[src/rtl/sms_cart_loader.sv]
// sms_cart_loader: ioctl ROM download -> SDRAM writer with FIFO, 16KB bank padding and bank-mask derivation.
// Optional build macro CART_CHECKSUM_EN enables the cart_sum byte accumulator.
`default_nettype none

module sms_cart_loader #(
  parameter logic [7:0] ROM_INDEX  = 8'd1,
  parameter int         ADDR_W     = 22,
  parameter int         FIFO_DEPTH = 4,
  parameter logic [7:0] PAD_BYTE   = 8'hFF
) (
  input  logic              clk_sys,
  input  logic              reset,
  input  logic              ioctl_download,
  input  logic [7:0]        ioctl_index,
  input  logic              ioctl_wr,
  input  logic [24:0]       ioctl_addr,
  input  logic [7:0]        ioctl_dout,
  output logic              ioctl_wait,
  output logic              mem_we,
  output logic [ADDR_W-1:0] mem_addr,
  output logic [7:0]        mem_din,
  input  logic              mem_busy,
  output logic [7:0]        cart_mask,
  output logic              rom_loaded,
  output logic              size_err,
  output logic [15:0]       cart_sum
);

  localparam int               PTR_W    = $clog2(FIFO_DEPTH);
  localparam int               CNT_W    = PTR_W + 1;
  localparam logic [CNT_W-1:0] DEPTH_C  = CNT_W'(FIFO_DEPTH);
  localparam logic [CNT_W-1:0] WAIT_LVL = CNT_W'(FIFO_DEPTH - 1);

  typedef enum logic [1:0] {
    S_IDLE   = 2'd0,
    S_LOAD   = 2'd1,
    S_PAD    = 2'd2,
    S_FINISH = 2'd3
  } state_t;

  state_t            state;
  logic              dl_q;
  logic              fin_done;
  logic [25:0]       len;
  logic [25:0]       paddr;
  logic [ADDR_W-1:0] fifo_addr [FIFO_DEPTH];
  logic [7:0]        fifo_data [FIFO_DEPTH];
  logic [PTR_W-1:0]  wr_ptr;
  logic [PTR_W-1:0]  rd_ptr;
  logic [CNT_W-1:0]  count;
  logic [CNT_W-1:0]  count_nxt;

  logic        dl_rise, dl_fall, start, in_range;
  logic        fifo_empty, fifo_full, push, pop;
  logic        pad_we, pad_acc;
  logic [25:0] addr_p1;
  logic [11:0] banks, banks_m1;
  logic [7:0]  m1, m2, mask_calc;

  assign dl_rise    = ioctl_download & ~dl_q & (ioctl_index == ROM_INDEX);
  assign dl_fall    = ~ioctl_download & dl_q;
  // A matching rising edge restarts the session from any state except LOAD.
  assign start      = dl_rise & (state != S_LOAD);
  assign in_range   = (ioctl_addr >> ADDR_W) == 25'd0;
  assign addr_p1    = {1'b0, ioctl_addr} + 26'd1;

  assign fifo_empty = (count == '0);
  assign fifo_full  = (count == DEPTH_C);
  assign push       = (state == S_LOAD) & ioctl_wr & in_range & ~fifo_full;
  assign pop        = ~fifo_empty & ~mem_busy;
  assign pad_we     = (state == S_PAD) & fifo_empty;
  assign pad_acc    = pad_we & ~mem_busy;

  assign mem_we   = ~fifo_empty | pad_we;
  assign mem_addr = fifo_empty ? paddr[ADDR_W-1:0] : fifo_addr[rd_ptr];
  assign mem_din  = fifo_empty ? PAD_BYTE : fifo_data[rd_ptr];

  // Round the bank count up to a power of two by smearing (banks-1) rightwards.
  assign banks     = len[25:14] + {11'd0, |len[13:0]};
  assign banks_m1  = banks - 12'd1;
  assign m1        = banks_m1[7:0] | (banks_m1[7:0] >> 1);
  assign m2        = m1 | (m1 >> 2);
  assign mask_calc = (|banks_m1[11:8]) ? 8'hFF : (m2 | (m2 >> 4));

  always_comb begin
    count_nxt = count;
    if (push && !pop)
      count_nxt = count + 1'b1;
    else if (!push && pop)
      count_nxt = count - 1'b1;
  end

  always_ff @(posedge clk_sys) begin
    if (push) begin
      fifo_addr[wr_ptr] <= ioctl_addr[ADDR_W-1:0];
      fifo_data[wr_ptr] <= ioctl_dout;
    end
  end

  always_ff @(posedge clk_sys or posedge reset) begin
    if (reset) begin
      wr_ptr <= '0;
      rd_ptr <= '0;
      count  <= '0;
    end else begin
      if (push) wr_ptr <= wr_ptr + 1'b1;
      if (pop)  rd_ptr <= rd_ptr + 1'b1;
      count <= count_nxt;
    end
  end

  always_ff @(posedge clk_sys or posedge reset) begin
    if (reset) begin
      state      <= S_IDLE;
      dl_q       <= 1'b0;
      fin_done   <= 1'b0;
      len        <= '0;
      paddr      <= '0;
      ioctl_wait <= 1'b0;
      cart_mask  <= 8'h00;
      rom_loaded <= 1'b0;
      size_err   <= 1'b0;
    end else begin
      dl_q       <= ioctl_download;
      ioctl_wait <= (count_nxt >= WAIT_LVL);
      if (start) begin
        state      <= S_LOAD;
        len        <= '0;
        rom_loaded <= 1'b0;
        size_err   <= 1'b0;
        fin_done   <= 1'b0;
      end else begin
        case (state)
          S_LOAD: begin
            if (ioctl_wr) begin
              if (addr_p1 > len) len <= addr_p1;
              if (!in_range || fifo_full) size_err <= 1'b1;
            end
            if (dl_fall) begin
              if (len[13:0] != 14'd0) begin
                state      <= S_PAD;
                paddr      <= len;
                ioctl_wait <= 1'b1;
              end else if (len == 26'd0) begin
                size_err <= 1'b1;
                state    <= S_IDLE;
              end else begin
                state <= S_FINISH;
              end
            end
          end
          S_PAD: begin
            if (pad_acc) paddr <= paddr + 26'd1;
            if (pad_acc && paddr[13:0] == 14'h3FFF)
              state <= S_FINISH;
            else
              ioctl_wait <= 1'b1;
          end
          S_FINISH: begin
            if (fin_done) begin
              rom_loaded <= 1'b1;
              fin_done   <= 1'b0;
              state      <= S_IDLE;
            end else if (fifo_empty) begin
              cart_mask <= mask_calc;
              fin_done  <= 1'b1;
            end
          end
          default: ;
        endcase
      end
    end
  end

`ifdef CART_CHECKSUM_EN
  logic [15:0] sum_r;
  always_ff @(posedge clk_sys or posedge reset) begin
    if (reset)
      sum_r <= 16'h0000;
    else if (start)
      sum_r <= 16'h0000;
    else if (push)
      sum_r <= sum_r + {8'h00, ioctl_dout};
  end
  assign cart_sum = sum_r;
`else
  assign cart_sum = 16'h0000;
`endif

endmodule

`default_nettype wire

[config.mk]
export PLATFORM = sky130hd
export DESIGN_NAME = sms_cart_loader
export DESIGN_NICKNAME = d
export VERILOG_FILES = /design/src/rtl/sms_cart_loader.sv
export SDC_FILE = /design/constraint.sdc
export NUM_CORES = 1
export LEC_CHECK = 0
export BUFFER_PORTS_ARGS = -buffer_cell sky130_fd_sc_hd__buf_2
export CORE_MARGIN = 1
export CORE_UTILIZATION = 40
export DETAILED_ROUTE_END_ITERATION = 12
export GPL_TIMING_DRIVEN = 0
export PLACE_DENSITY = 0.59
export SYNTH_ARGS = -nofsm -noshare
export SYNTH_HDL_FRONTEND = slang
export SYNTH_SLANG_ARGS = --single-unit
[constraint.sdc]
create_clock -name clk_sys -period 4.4 [get_ports clk_sys]
set_input_delay 0 -clock clk_sys [delete_from_list [all_inputs] [get_ports clk_sys]]
set_output_delay 0 -clock clk_sys [all_outputs]
set_load 0.02 [all_outputs]
==> results.py <==
metrics = {
    "synth": {
        "synthFlopType": "edfxtp_1",
        "ys_async_sr_fraction_pct": 36.8,
        "ys_ff_latch": 190,
        "netlist_area_um2": 9920,
        "synth_cell_type_count": 75,
        "yosysWarnings": 0,
        "synth_edf_count": 120,
        "syn_inst": 845,
        "synth-seq-area-share_pct": 54.0,
        "avgSynthCellArea_um2": 11.7,
    },
    "hold_path": {
        "worst_hold_path_type": "input port to flip-flop",
        "holdPathStages": 3,
        "hold_end": "len[22]",
        "holdCritStartpoint": "ioctl_addr[22]",
    },
    "cells_and_area": {
        "area_growth_pct": 19.0,
        "final_area_um2": 11800,
        "fin_util_pct": 48.5,
        "layout_commonest_cell": "edfxtp_1",
        "final_nets": 1087,
        "fillers": 2192,
        "diodes": 0,
        "final_layout_size_suffix_gt1_share_pct": 21.9,
        "final_cell_mix": "120 x edfxtp_1, 117 x nand2_1, 93 x buf_2",
    },
    "setup_path": {
        "cp_top_family": "simple AND/OR/NAND/NOR gates",
        "slowest_stage": "dlygate4sd3_1",
        "r2r_end": "fifo_addr[3][9]",
        "path_max_fanout": 10,
        "required_ps": 4710,
        "r2r_cells": 7,
        "worstPathCellList": "dlygate4sd3_1 -> buf_2 -> ha_1 -> and4_1 -> nand3_1 -> nor2_1 -> nand4_1 -> xnor2_1 -> ha_1 -> nand4_1 -> nor4_2 -> a21oi_1 -> and3_4 -> a32oi_4 -> buf_6 -> mux2_1",
        "setup.worst_path.class": "input port to flip-flop",
        "cp.arrival_ps": 4280,
        "crit_path_end_kind": "flip-flop",
        "r2r_setup_slack_ps": 1500,
        "start_kind": "input port",
        "critPathMaxStageDelay_ps": 550,
        "crit_buf_inv": 3,
        "rr_startpoint": "state[1]",
    },
    "floorplan": {
        "coreArea_um2": 24300,
        "rows": 57,
        "die_w_um": 159,
        "ios": 104,
        "dieArea_um2": 25400,
        "initial_utilization_pct": 40.8,
        "die_h_um": 159,
    },
    "routing": {
        "viasPerCell": 5.22,
        "drt-pass1-iter-count": 5,
        "routed_wl_um": 24300,
        "num_vias": 6985,
        "drt.antenna.violating_nets": 0,
        "wl_per_cell_um": 18.2,
        "drtIter0Drc": 299,
        "drc": 0,
    },
    "placement": {
        "place_hpwl_um": 17500,
        "gp_congestion": 0.900,
        "numPortBuffers": 86,
        "place_area_um2": 10800,
    },
    "sta": {
        "setup_viol": 0,
        "slew_violations": 0,
        "finalCritPeriodShare_pct": 90.3,
        "clock_skew_ps": 12.0,
        "setup_tns_ps": 0,
        "worst_pin_slew_ps": 850,
        "relSlewSlack_pct": 43.3,
        "finalHoldViolCount": 0,
        "whs_ps": 46.7,
        "max_freq_mhz": 252,
        "min_period_ps": 3970,
        "rsz0062_at_grt": "no",
    },
    "cts": {
        "cts_resized": 0,
        "cts-root-buf": "clkbuf_16",
        "insertion_delay_ps": 440,
        "htreeDepth": 4,
        "clk_pin_slew_worst_paths_ps": 70,
        "cts_tree": "done",
        "cts_buffers": 17,
        "cts_max_path_buffers": 2,
        "cts_sinks": 190,
    },
    "pwr": {
        "irDropWorstVdd_uv": 288,
        "power_density_nw_per_um2": 518,
        "total_power_mw": 6.11,
        "leakage_nw": 4.69,
    },
    "global_route": {
        "grt_pass1_wl_um": 38600,
        "antenna_found_initial": 0,
        "grt_overflow": 0,
        "grt_use_total_pct": 19.8,
        "grt_max_degree": 52,
        "grt_pass1_vias": 6939,
    },
    "job": {
        "maxCapViolCount": 0,
    },
    "status": {
        "status": "finished clean",
    },
}
## what timing repair did
action                    CTS  global route
hold buffers               35             0
hold endpoints to repair  195             0
setup buffers               0             0
## worst register-to-register path, delay by kind of cell, from the launching register on
family	cells	cell delay (ps)
AND/OR/NAND/NOR	3	1230
buffers and inverters	3	700
flip-flops	1	440
adder cells (fa/ha/maj)	1	140
## metal layers
metal  up-vias  part of all wire, %  global-route usage (%)
li1       3362                    -                       -
met1      3383                   47                    27.2
met2       206                   47                    32.3
met3        34                  4.4                    3.05
met4         0                  1.9                    6.69
met5         -                    0                       0
## report_power, final
part / internal (mW) / switching (mW)
Clock: 0.771 / 0.786
Sequential: 2.07 / 0.193
Combinational: 0.870 / 1.42
## synth_stat cells, types with 19 or more instances
cell type  count  area [um^2]
xnor2_1       19          166
dfrtp_1       70         1750
clkbuf_1      21         78.8
nand3_1       23          115
nand2_1      117          439
a21oi_1       51          255
ha_1          40          500
inv_1         39          146
o21ai_0       24          120
nor2_1        73          274
mux4_2        30          676
edfxtp_1     120         3600
## kinds of logic after synthesis
family,after synthesis,share of synthesized area (%)
AO/OA/AOI/OAI,127,8.21
XOR/XNOR,31,2.89
adder cells (fa/ha/maj),40,5.05
buffers and inverters,91,4.37
flip-flops,190,54.0
multiplexers,60,10.5
other,1,0.0378
AND/OR/NAND/NOR,305,14.9
## state kept, by name, indices dropped and copies added (netlist names)
name,flops
len,26
dl_q,1
paddr,22
rom_loaded,1
ioctl_wait,1
fin_done,1
size_err,1
count,3
fifo_addr,88
wr_ptr,2
state,2
cart_mask,8
rd_ptr,2
fifo_data,32
## per-stage QoR
stage                     worst slack [ps]  cells
after global placement                 540   1270
after detailed placement               536   1271
final                                  426   1338
after floorplan                       1200    860
after global routing                   157   1338
after CTS                              434   1338
## how the worst max path moves through the flow
stage / end / startpoint / depth (start not counted) / slack, ps
2_1_floorplan: len[10] / ioctl_addr[11] / 14 / 1200
3_3_place_gp: len[2] / ioctl_addr[0] / 16 / 540
3_5_place_dp: len[22] / ioctl_addr[0] / 15 / 540
4_1_cts: len[22] / ioctl_addr[0] / 16 / 430
5_1_grt: len[2] / ioctl_addr[0] / 16 / 160
6_report: len[2] / ioctl_addr[0] / 16 / 430
## cell type report
type,count,area (um^2),share of cell area [%]
sequential,190,5360,45.4
multi-input combinational,579,4190,35.5
timing repair buffer,122,808,6.85
clock buffer,17,425,3.61
tap,324,405,3.44
buffer,52,287,2.43
clock inverter,15,180,1.53
inverter,39,149,1.26
Note: power is estimated with default switching activity, not from simulation.
